--- src/rtl/standoff_pkg.sv ---
// Shared types for the standoff reaction game.
// State encoding is visible on the state output, so the values are fixed.
package standoff_pkg;

  typedef enum logic [2:0] {
    S_IDLE      = 3'd0,
    S_COUNTDOWN = 3'd1,
    S_HOLD      = 3'd2,
    S_DRAW      = 3'd3,
    S_RESULT    = 3'd4,
    S_GAME_OVER = 3'd5
  } state_t;

  typedef enum logic [1:0] {
    M_NORMAL = 2'd0,
    M_DEMO   = 2'd1,
    M_SIM    = 2'd2
  } mode_t;

  localparam logic [1:0] WIN_NONE = 2'b00;
  localparam logic [1:0] WIN_P1   = 2'b01;
  localparam logic [1:0] WIN_P2   = 2'b10;
  localparam logic [1:0] WIN_TIE  = 2'b11;

  localparam logic [1:0] FOUL_P1  = 2'b01;
  localparam logic [1:0] FOUL_P2  = 2'b10;

  localparam logic [7:0] LFSR_SEED = 8'hA5;

  // x^8+x^6+x^5+x^4+1, Fibonacci form; primitive, so a non-zero seed never reaches zero
  function automatic logic [7:0] lfsr_next(input logic [7:0] l);
    return {l[6:0], l[7] ^ l[5] ^ l[4] ^ l[3]};
  endfunction

endpackage

--- src/rtl/standoff_tick_gen.sv ---
// Game tick divider: one-cycle tick every TICK_DIV clocks, or SIM_DIV when sim=1.
// Ports: clk, reset (sync, active high), pause (freezes counter), sim (divider
// select), tick (1-cycle pulse, never asserted while paused).
module standoff_tick_gen #(
  parameter int TICK_DIV = 50000000,
  parameter int SIM_DIV  = 4
) (
  input  logic clk,
  input  logic reset,
  input  logic pause,
  input  logic sim,
  output logic tick
);

  localparam int MAXD = (TICK_DIV > SIM_DIV) ? TICK_DIV : SIM_DIV;
  localparam int CW   = $clog2(MAXD) + 1;

  logic [CW-1:0] r_cnt;
  logic [CW-1:0] w_last;
  logic          w_wrap;

  assign w_last = sim ? CW'(SIM_DIV - 1) : CW'(TICK_DIV - 1);
  // >= rather than == so a switch to the shorter divider never overruns
  assign w_wrap = (r_cnt >= w_last);
  assign tick   = w_wrap & ~pause;

  always_ff @(posedge clk) begin
    if (reset)       r_cnt <= '0;
    else if (!pause) r_cnt <= w_wrap ? '0 : r_cnt + CW'(1);
  end

endmodule

--- src/rtl/standoff_round_ctrl.sv ---
// Two-player reaction game controller: countdown, random hold, draw window,
// foul/win scoring and game-over detection.
// Ports: clk, reset (sync, active high); start/pause/mode selects/p1_btn/p2_btn
// level inputs; draw, count (thermometer), winner, foul, p1_score, p2_score,
// game_over, state outputs.
module standoff_round_ctrl
  import standoff_pkg::*;
#(
  parameter int TICK_DIV     = 50000000,
  parameter int SIM_DIV      = 4,
  parameter int CD_NORMAL    = 3,
  parameter int CD_DEMO      = 7,
  parameter int CD_SIM       = 1,
  parameter int REACT_TICKS  = 3,
  parameter int RESULT_TICKS = 2,
  parameter int WIN_SCORE    = 5
) (
  input  logic       clk,
  input  logic       reset,
  input  logic       start,
  input  logic       pause,
  input  logic       normal,
  input  logic       demo,
  input  logic       simulation,
  input  logic       p1_btn,
  input  logic       p2_btn,
  output logic       draw,
  output logic [6:0] count,
  output logic [1:0] winner,
  output logic [1:0] foul,
  output logic [2:0] p1_score,
  output logic [2:0] p2_score,
  output logic       game_over,
  output logic [2:0] state
);

  localparam logic [2:0] WIN = 3'(WIN_SCORE);

  state_t     r_state, w_state_n;
  mode_t      r_mode, w_mode_n, w_mode_sel;
  logic [7:0] r_lfsr;
  logic [2:0] r_cd, w_cd_n;
  logic [3:0] r_tmr, w_tmr_n;
  logic [1:0] r_winner, w_winner_n, r_foul, w_foul_n;
  logic [2:0] r_p1, w_p1_n, r_p2, w_p2_n;
  logic       r_start_q, r_p1_q, r_p2_q;
  logic       w_start_e, w_p1_e, w_p2_e, w_tick;

  function automatic logic [2:0] cd_len(input mode_t m);
    case (m)
      M_NORMAL: return 3'(CD_NORMAL);
      M_SIM:    return 3'(CD_SIM);
      default:  return 3'(CD_DEMO);
    endcase
  endfunction

  function automatic logic [2:0] sat_inc(input logic [2:0] s);
    return (s >= WIN) ? s : s + 3'd1;
  endfunction

  standoff_tick_gen #(.TICK_DIV(TICK_DIV), .SIM_DIV(SIM_DIV)) u_tick (
    .clk   (clk),
    .reset (reset),
    .pause (pause),
    .sim   (r_mode == M_SIM),
    .tick  (w_tick)
  );

  // Previous-level registers keep tracking during pause, so a rise that
  // happens while paused is absorbed instead of firing on release.
  assign w_start_e = start  & ~r_start_q & ~pause;
  assign w_p1_e    = p1_btn & ~r_p1_q    & ~pause;
  assign w_p2_e    = p2_btn & ~r_p2_q    & ~pause;

  assign w_mode_sel = demo ? M_DEMO : normal ? M_NORMAL : simulation ? M_SIM : M_DEMO;

  always_comb begin
    w_state_n  = r_state;
    w_mode_n   = r_mode;
    w_cd_n     = r_cd;
    w_tmr_n    = r_tmr;
    w_winner_n = r_winner;
    w_foul_n   = r_foul;
    w_p1_n     = r_p1;
    w_p2_n     = r_p2;
    if (!pause) begin
      case (r_state)
        S_IDLE, S_GAME_OVER: if (w_start_e) begin
          if (r_state == S_GAME_OVER) begin
            w_p1_n = 3'd0;
            w_p2_n = 3'd0;
          end
          w_mode_n   = w_mode_sel;
          w_cd_n     = cd_len(w_mode_sel);
          w_winner_n = WIN_NONE;
          w_foul_n   = 2'b00;
          w_state_n  = S_COUNTDOWN;
        end
        S_COUNTDOWN, S_HOLD: begin
          if (w_p1_e || w_p2_e) begin
            // early press: opponent scores unless both jumped together
            if (w_p1_e && w_p2_e) w_foul_n = FOUL_P1 | FOUL_P2;
            else if (w_p1_e) begin
              w_foul_n = FOUL_P1;
              w_p2_n   = sat_inc(r_p2);
            end else begin
              w_foul_n = FOUL_P2;
              w_p1_n   = sat_inc(r_p1);
            end
            w_cd_n    = 3'd0;
            w_tmr_n   = 4'(RESULT_TICKS);
            w_state_n = S_RESULT;
          end else if (w_tick) begin
            if (r_state == S_COUNTDOWN) begin
              if (r_cd <= 3'd1) begin
                w_cd_n    = 3'd0;
                w_tmr_n   = {1'b0, r_lfsr[2:0]} + 4'd1;
                w_state_n = S_HOLD;
              end else begin
                w_cd_n = r_cd - 3'd1;
              end
            end else if (r_tmr <= 4'd1) begin
              w_tmr_n   = 4'(REACT_TICKS);
              w_state_n = S_DRAW;
            end else begin
              w_tmr_n = r_tmr - 4'd1;
            end
          end
        end
        S_DRAW: begin
          if (w_p1_e || w_p2_e) begin
            if (w_p1_e && w_p2_e) w_winner_n = WIN_TIE;
            else if (w_p1_e) begin
              w_winner_n = WIN_P1;
              w_p1_n     = sat_inc(r_p1);
            end else begin
              w_winner_n = WIN_P2;
              w_p2_n     = sat_inc(r_p2);
            end
            w_tmr_n   = 4'(RESULT_TICKS);
            w_state_n = S_RESULT;
          end else if (w_tick) begin
            if (r_tmr <= 4'd1) begin
              w_winner_n = WIN_NONE;
              w_tmr_n    = 4'(RESULT_TICKS);
              w_state_n  = S_RESULT;
            end else begin
              w_tmr_n = r_tmr - 4'd1;
            end
          end
        end
        S_RESULT: if (w_tick) begin
          if (r_tmr <= 4'd1) begin
            if (r_p1 == WIN || r_p2 == WIN) begin
              w_state_n = S_GAME_OVER;
            end else begin
              w_cd_n     = cd_len(r_mode);
              w_winner_n = WIN_NONE;
              w_foul_n   = 2'b00;
              w_state_n  = S_COUNTDOWN;
            end
          end else begin
            w_tmr_n = r_tmr - 4'd1;
          end
        end
        default: w_state_n = S_IDLE;
      endcase
    end
  end

  always_ff @(posedge clk) begin
    r_start_q <= start;
    r_p1_q    <= p1_btn;
    r_p2_q    <= p2_btn;
    if (reset) begin
      r_state  <= S_IDLE;
      r_mode   <= M_DEMO;
      r_lfsr   <= LFSR_SEED;
      r_cd     <= 3'd0;
      r_tmr    <= 4'd0;
      r_winner <= WIN_NONE;
      r_foul   <= 2'b00;
      r_p1     <= 3'd0;
      r_p2     <= 3'd0;
    end else begin
      r_state  <= w_state_n;
      r_mode   <= w_mode_n;
      r_cd     <= w_cd_n;
      r_tmr    <= w_tmr_n;
      r_winner <= w_winner_n;
      r_foul   <= w_foul_n;
      r_p1     <= w_p1_n;
      r_p2     <= w_p2_n;
      if (!pause) r_lfsr <= lfsr_next(r_lfsr);
    end
  end

  // MSB-first thermometer: n remaining -> top n bits set
  assign count     = ~(7'h7F >> r_cd);
  assign draw      = (r_state == S_DRAW);
  assign game_over = (r_state == S_GAME_OVER);
  assign winner    = r_winner;
  assign foul      = r_foul;
  assign p1_score  = r_p1;
  assign p2_score  = r_p2;
  assign state     = r_state;

endmodule

--- config.mk ---
export PLATFORM = sky130hd
export DESIGN_NAME = standoff_round_ctrl
export DESIGN_NICKNAME = d
export VERILOG_FILES = /design/src/rtl/standoff_pkg.sv /design/src/rtl/standoff_tick_gen.sv /design/src/rtl/standoff_round_ctrl.sv
export SDC_FILE = /design/constraint.sdc
export NUM_CORES = 1
export LEC_CHECK = 0
export ABC_AREA = 0
export CORE_MARGIN = 2
export CORE_UTILIZATION = 35
export CTS_CLUSTER_DIAMETER = 60
export DETAILED_ROUTE_END_ITERATION = 8
export GPL_TIMING_DRIVEN = 0
export SYNTH_ARGS = -nofsm -noshare
export SYNTH_HDL_FRONTEND = slang
export SYNTH_HIERARCHICAL = 1
export SYNTH_SLANG_ARGS = --single-unit
--- constraint.sdc ---
create_clock -name clk -period 4.2 [get_ports clk]
set_input_delay 0.84 -clock clk [delete_from_list [all_inputs] [get_ports clk]]
set_output_delay 0.84 -clock clk [all_outputs]
set_load 0.005 [all_outputs]
======== Word-level counts from Yosys, hierarchy flattened ========
Index checks and enable logic that the tools add are counted.
storage, ports and cells
  flip-flop bits (word level) ............. 60
  input port bits ......................... 9
cells by class
  $add $sub $neg .......................... 6
  order comparisons ....................... 5
  eq/ne operators ......................... 29
  shifts and indexed selects .............. 1
  multiplexer cells ....................... 70
  bitwise logic cells ..................... 15
  reduce and logical (&&, ||, !) cells .... 20
operators with widths
  cell                                                                number
  3-bit 2-to-1 mux                                                    36
  4-bit 2-to-1 mux                                                    10
  27-bit by 1-bit adder with 27-bit output (second input constant)    1
  27-bit greater-or-equal comparator                                  1
  27-bit 2-to-1 mux                                                   1
  3-bit case mux with 3 select lines                                  3
  2-bit 2-to-1 mux                                                    13
  26-bit 2-to-1 mux                                                   1
  2-bit != test (second input constant)                               11
  10-bit AND reduction                                                2
  8-bit AND reduction                                                 2
  7-bit AND reduction                                                 2
  3-bit equality test (second input constant)                         4
  2-bit case mux with 3 select lines                                  2
  3-bit case mux with 2 select lines                                  2
  3-bit case mux with 4 select lines                                  1
  4-bit case mux with 3 select lines                                  1
  3-bit nonzero test                                                  4
  9-bit AND reduction                                                 1
  4-bit != test (second input constant)                               2
  1-bit AND                                                           7
  7-bit NOT                                                           1
  7-bit by 3-bit >> shifter with 7-bit output (first input constant)  1
  3-bit by 1-bit adder with 3-bit output (second input constant)      2
  other kinds (21)                                                    35

======== Logic depth before layout (Yosys ltp) ========
  word-level depth ........................ 7
  depth in mapped cells ................... 15
  mapped depth without buffers ............ 14

======== Cells and area by module ========
The synthesis kept the hierarchy.
by module, submodules not included
  module               times used  cells each  area each (um^2)
  standoff_round_ctrl  1           254         2142.1
  standoff_tick_gen    1           184         1711.6

======== Least setup slack after synthesis ========
Ideal clock, no wire load.
  path kind ............................... register to register
  from .................................... register r_mode[1]
  to ...................................... register r_state[2], in the netlist state[2]
  setup time .............................. 0.131 ns
  arrival time ............................ 3.777 ns
  data required time ...................... 4.069 ns
  setup slack ............................. 0.291 ns
  stages on the path, launching flop included .. 16
  buffers on the path ..................... 1
  period minus slack after synthesis ...... 3.909 ns
  path through ............................ dfxtp_1 inv_1 nor2_1 ha_1 nand2_1 nor3_1 nor3b_1 nand3_2 a21oi_2 buf_6 inv_2 o41ai_2 o311ai_2 nor4_4 nor3b_2 nor3_2
on the way
  word-level cells in the longest chain between the ends .. 6
  elaborated cells between the ends (all ways) .. 8
  those cells by class .................... order compare: 1; eq/ne: 4; mux: 1; bitwise: 1; reduce/logical: 1
RTL lines
  element                                                                     RTL line                    text
  from (decl)                                                                 standoff_round_ctrl.sv:40   mode_t r_mode, w_mode_n, w_mode_sel;
  from (signal assigned)                                                      standoff_round_ctrl.sv:187  r_mode <= w_mode_n;
  2-bit equality test (*)                                                     standoff_round_ctrl.sv:65   .sim (r_mode == M_SIM),
  26-bit 2-to-1 mux (*)                                                       standoff_tick_gen.sv:22     assign w_last = sim ? CW'(SIM_DIV - 1) : CW'(TICK_DIV - 1);
  27-bit greater-or-equal comparator (*)                                      standoff_tick_gen.sv:24     assign w_wrap = (r_cnt >= w_last);
  1-bit AND (*)                                                               standoff_tick_gen.sv:25     assign tick = w_wrap & ~pause;
  net w_tick                                                                  standoff_round_ctrl.sv:47   logic w_start_e, w_p1_e, w_p2_e, w_tick;
  3-bit by 2-bit != test with 1-bit output (no line) (tied with other cells)  -
  9-bit AND reduction (no line) (*)                                           -
  to (signal assigned)                                                        standoff_round_ctrl.sv:186  r_state <= w_state_n;
  to (decl)                                                                   standoff_round_ctrl.sv:39   state_t r_state, w_state_n;
The timed path passes the listed nets; every way through them passes the cells marked *.
A chain may end at the register's enable or synchronous reset.

======== Worst setup path in the final report ========
  from .................................... register r_mode[0]
  to ...................................... register r_state[2], in the netlist state[2]
Same word-level chain as after synthesis.

==> reports/qor.log <==
[outcome] outcome complete, no violations
[cells_and_area] sequential cell area 1201 sq um
[routing] Pre-antenna DRT Iters 4
[timing] post-layout minimum cycle time 3.799 ns
[routing] number of nets with antenna violations after routing 0
[routing] remaining design rule violation count 0
[power] reported net switching power 528.4 uW
[global_routing] global route total overflow 0
[clock_tree] Skew-Pair Late Insertion Delay 0.34 ns
[clock_tree] clock-pin slew on the worst setup and hold paths 0.06 ns
[synthesis] Net Count, Synth 476
[placement] number of port buffers 29
[clock_tree] TritonCTS buffer count 9
[power] clock group share of total power 28.6%
[routing] via count 3313
[synthesis] count of state elements after synthesis 60
[power] combinational cell fraction of total power 31.9%
[synthesis] leading cell type by number of instances after synthesis sky130_fd_sc_hd__dfxtp_1
[global_routing] first-pass GRT wire length 15460 um
[global_routing] gr usage total 16.56%
[critical_path] endpoint type of the worst setup path flop
[placement] GP Congestion 0.8340
[die] horizontal extent of the die 108.9 um
[synthesis] number of enable flip-flop cells after synthesis 0
[critical_path] Worst R2R Setup Slack 0.40 ns
[die] total die area 11870 sq um
[synthesis] number of distinct standard cells referenced by the synthesized netlist 65
[cells_and_area] area used by multi-input combinational logic 2499 sq um
[synthesis] sequential share of the synthesized area 31.17%
[timing] worst slew slack as a fraction of its limit 45.42%
[synthesis] cell area after synthesis 3854 sq um
[routing] Routed wire per std cell 14.75 um
[timing] share of the clock period used by the worst path 90.46%
[power] Reg power frac 39.4%
[routing] DRT iter0 DRCs 122
[critical_path] CP Max Fanout 14
[die] top-level I/O count 31
[synthesis] proportion of synthesized flip-flops having asynchronous set or reset 0%
[timing] WHS 0.4719 ns
[timing] total negative slack for setup checks 0 ns
[timing] Clock Skews 0.008212 ns
[timing] slew at the pin closest to its max-slew limit 0.8073 ns
[clock_tree] number of buffers between clock root and the deepest sink 2
[synthesis] most instantiated cells after synthesis sky130_fd_sc_hd__dfxtp_1, sky130_fd_sc_hd__nor2_1, sky130_fd_sc_hd__nand2_1
[hold_path] beginning of the worst hold path r_tmr[1]
[clock_tree] clock sink count 60
[critical_path] startpoint type of the worst setup path flop
[routing] average via count per standard cell 5.309
[hold_path] hold crit path type flop to flop
[synthesis] area share of the largest cell type after synthesis 31.17%
[clock_tree] TritonCTS clock tree built
[clock_tree] H-tree depth reported by CTS 3
[flow_run] max-cap viol count 0
[timing] maximum achievable frequency 263.2 MHz
[cells_and_area] fraction of final layout cells with drive strength greater than 1 14.26%
[power] share of total power consumed by net switching 32.97%
[routing] routed wire length 9207 um
[placement] dpl hpwl 6779 um
[cells_and_area] fin nets 518
[timing] unrepaired setup endpoints after global routing no
[global_routing] number of antenna violations at the first check in global routing 0
[critical_path] worst r2r src r_mode[0]
[cells_and_area] antenna diode count 0
[synthesis] cell count after synthesis 438
[cells_and_area] Layout fillers 1091
[clock_tree] cell at the root of the clock tree sky130_fd_sc_hd__clkbuf_8
[synthesis] cell type with the highest aggregate area in the netlist sky130_fd_sc_hd__dfxtp_1
[timing] count of pins over their slew limit 0
[synthesis] commonest register cell after synthesis sky130_fd_sc_hd__dfxtp_1
[critical_path] Critical Path RT 4.41 ns
[timing] final setup violation count 0
[synthesis] top cells by area, synth sky130_fd_sc_hd__dfxtp_1, sky130_fd_sc_hd__ha_1, sky130_fd_sc_hd__nor3_2, sky130_fd_sc_hd__xor2_1, sky130_fd_sc_hd__nor2_1
[power] total power density per cell area 354.9 nW/um^2
[synthesis] total of warnings raised by yosys 6
[critical_path] critical path start-end classification flop to flop
[die] die height 108.9 um
[clock_tree] number of hold buffers added after cts 0
[power] Pint 1074 uW
[die] initial standard-cell utilization of the core 35.71%
[global_routing] vias in the first global route 3239
[timing] number of hold violations in the final report 0
[synthesis] Post-Syn Area per Cell 8.798 sq um
[cells_and_area] area added between synthesis and finish 17.18%
[power] largest voltage drop on the vdd net 0.0002131 V
[global_routing] maximum number of pins on one net before global-route repair 15
[die] Core Region 10790 sq um
[power] P_leak 0.001722 uW
[critical_path] WP data arrival 4.01 ns
[die] Placement Rows 38
[critical_path] beginning of the critical path r_mode[0]
-- flip-flops by register name, indices dropped and copies added, names as in the netlist --
signal and flops:
foul 2, state 3, r_lfsr 8, r_p2_q 1, r_start_q 1, r_tmr 4, p2_score 3, r_cd 3
u_tick/r_cnt 27, r_mode 2, p1_score 3, winner 2, r_p1_q 1
-- kinds of logic after synthesis --
logic type               count (synthesis)  synth area share [%]
AO/OA/AOI/OAI                           95                 17.86
adder cells (fa/ha/maj)                 29                 9.416
flip-flops                              60                 31.17
XOR/XNOR                                33                 7.500
AND/OR/NAND/NOR                        179                 27.86
multiplexers                             7                 1.883
buffers and inverters                   35                 4.318
-- power by group through the flow --
stage	sequential (uW)	combinational [uW]	clock [uW]
4_1_cts	631	512	480
3_3_place_gp	642	506	0
5_1_grt	636	564	504
6_report	632	512	459
3_5_place_dp	644	510	0
2_1_floorplan	636	368	0
-- what timing repair did --
| item | 4_1_cts | 5_1_grt |
|---|---|---|
| hold endpoints to repair | 0 | 0 |
| buffers inserted | 2 | 0 |
| gates resized for setup | 2 | 1 |
| setup endpoints to repair | 14 | 2 |
| pin swaps | 1 | 0 |
-- cell usage in the layout, fill, tap and decap left out, types with 4 or more instances in the layout --
| master | count |
|---|---|
| sky130_fd_sc_hd__a21oi_1 | 22 |
| sky130_fd_sc_hd__o21ai_1 | 4 |
| sky130_fd_sc_hd__a211oi_1 | 5 |
| sky130_fd_sc_hd__xnor2_1 | 11 |
| sky130_fd_sc_hd__nand4_1 | 8 |
| sky130_fd_sc_hd__nand2_1 | 30 |
| sky130_fd_sc_hd__nor4_1 | 5 |
| sky130_fd_sc_hd__dfxtp_1 | 60 |
| sky130_fd_sc_hd__clkbuf_1 | 11 |
| sky130_fd_sc_hd__clkbuf_8 | 11 |
| sky130_fd_sc_hd__buf_4 | 4 |
| sky130_fd_sc_hd__clkdlybuf4s50_1 | 29 |
| sky130_fd_sc_hd__inv_1 | 13 |
| sky130_fd_sc_hd__nand2b_1 | 5 |
| sky130_fd_sc_hd__mux2i_1 | 5 |
| sky130_fd_sc_hd__o21ai_0 | 21 |
| sky130_fd_sc_hd__nor2_1 | 39 |
| sky130_fd_sc_hd__ha_1 | 29 |
| sky130_fd_sc_hd__buf_2 | 4 |
| sky130_fd_sc_hd__nor3_1 | 14 |
| sky130_fd_sc_hd__nor3_2 | 21 |
| sky130_fd_sc_hd__nor2b_1 | 9 |
| sky130_fd_sc_hd__nor3b_1 | 4 |
| sky130_fd_sc_hd__a211o_1 | 7 |
| sky130_fd_sc_hd__xor2_1 | 22 |
| sky130_fd_sc_hd__nand3_1 | 15 |
-- cell type report --
type | count | area share, %
Clock inverter | 2 | 0.2217
Timing Repair Buffer | 31 | 6.761
Inverter | 14 | 1.164
Multi-Input combinational cell | 343 | 55.33
Sequential cell | 60 | 26.60
Buffer | 21 | 2.521
Tap cell | 140 | 3.879
Clock buffer | 13 | 3.519
-- metrics by stage --
stage	total power, uW	worst slack (ns)	instance area (sq um)	std cells	utilization [%]
floorplan	1003	0.2911	3854	438	-
global placement	1148	-0.5583	4319	607	40.02
detailed placement	1153	-0.6524	4319	607	40.02
CTS	1623	0.2280	4511	624	41.79
global route	1704	0.1108	4516	624	41.84
finish	1603	0.4008	4516	624	41.84
-- critical path, stage by stage (launching register included) --
cell and delay [ns]:
sky130_fd_sc_hd__dfxtp_1 0.40, sky130_fd_sc_hd__nor2_4 0.09, sky130_fd_sc_hd__ha_1 0.31, sky130_fd_sc_hd__nand2_1 0.05, sky130_fd_sc_hd__nor3_1 0.24, sky130_fd_sc_hd__nor3b_2 0.30
sky130_fd_sc_hd__nand3_2 0.16, sky130_fd_sc_hd__a21oi_2 0.39, sky130_fd_sc_hd__buf_6 0.27, sky130_fd_sc_hd__inv_2 0.09, sky130_fd_sc_hd__o41ai_2 0.35, sky130_fd_sc_hd__o311ai_2 0.21
sky130_fd_sc_hd__nor4_4 0.49, sky130_fd_sc_hd__nor3b_2 0.26, sky130_fd_sc_hd__nor3_2 0.05
-- metal layers --
metal  share of wire, %  track usage, %
met1                 47           21.03
met2                 47           27.42
met4                1.4           5.128
met5                  0               0
met3                4.1           4.304
-- worst paths after layout --
| path | endpoint | cells after the start |
|---|---|---|
| hold / removal | r_tmr[1] | 2 |
| setup reg to reg | state[2] | 14 |
| setup / recovery | state[2] | 14 |
| hold reg to reg | r_tmr[1] | 2 |
Note: power is estimated with default switching activity, not from simulation.
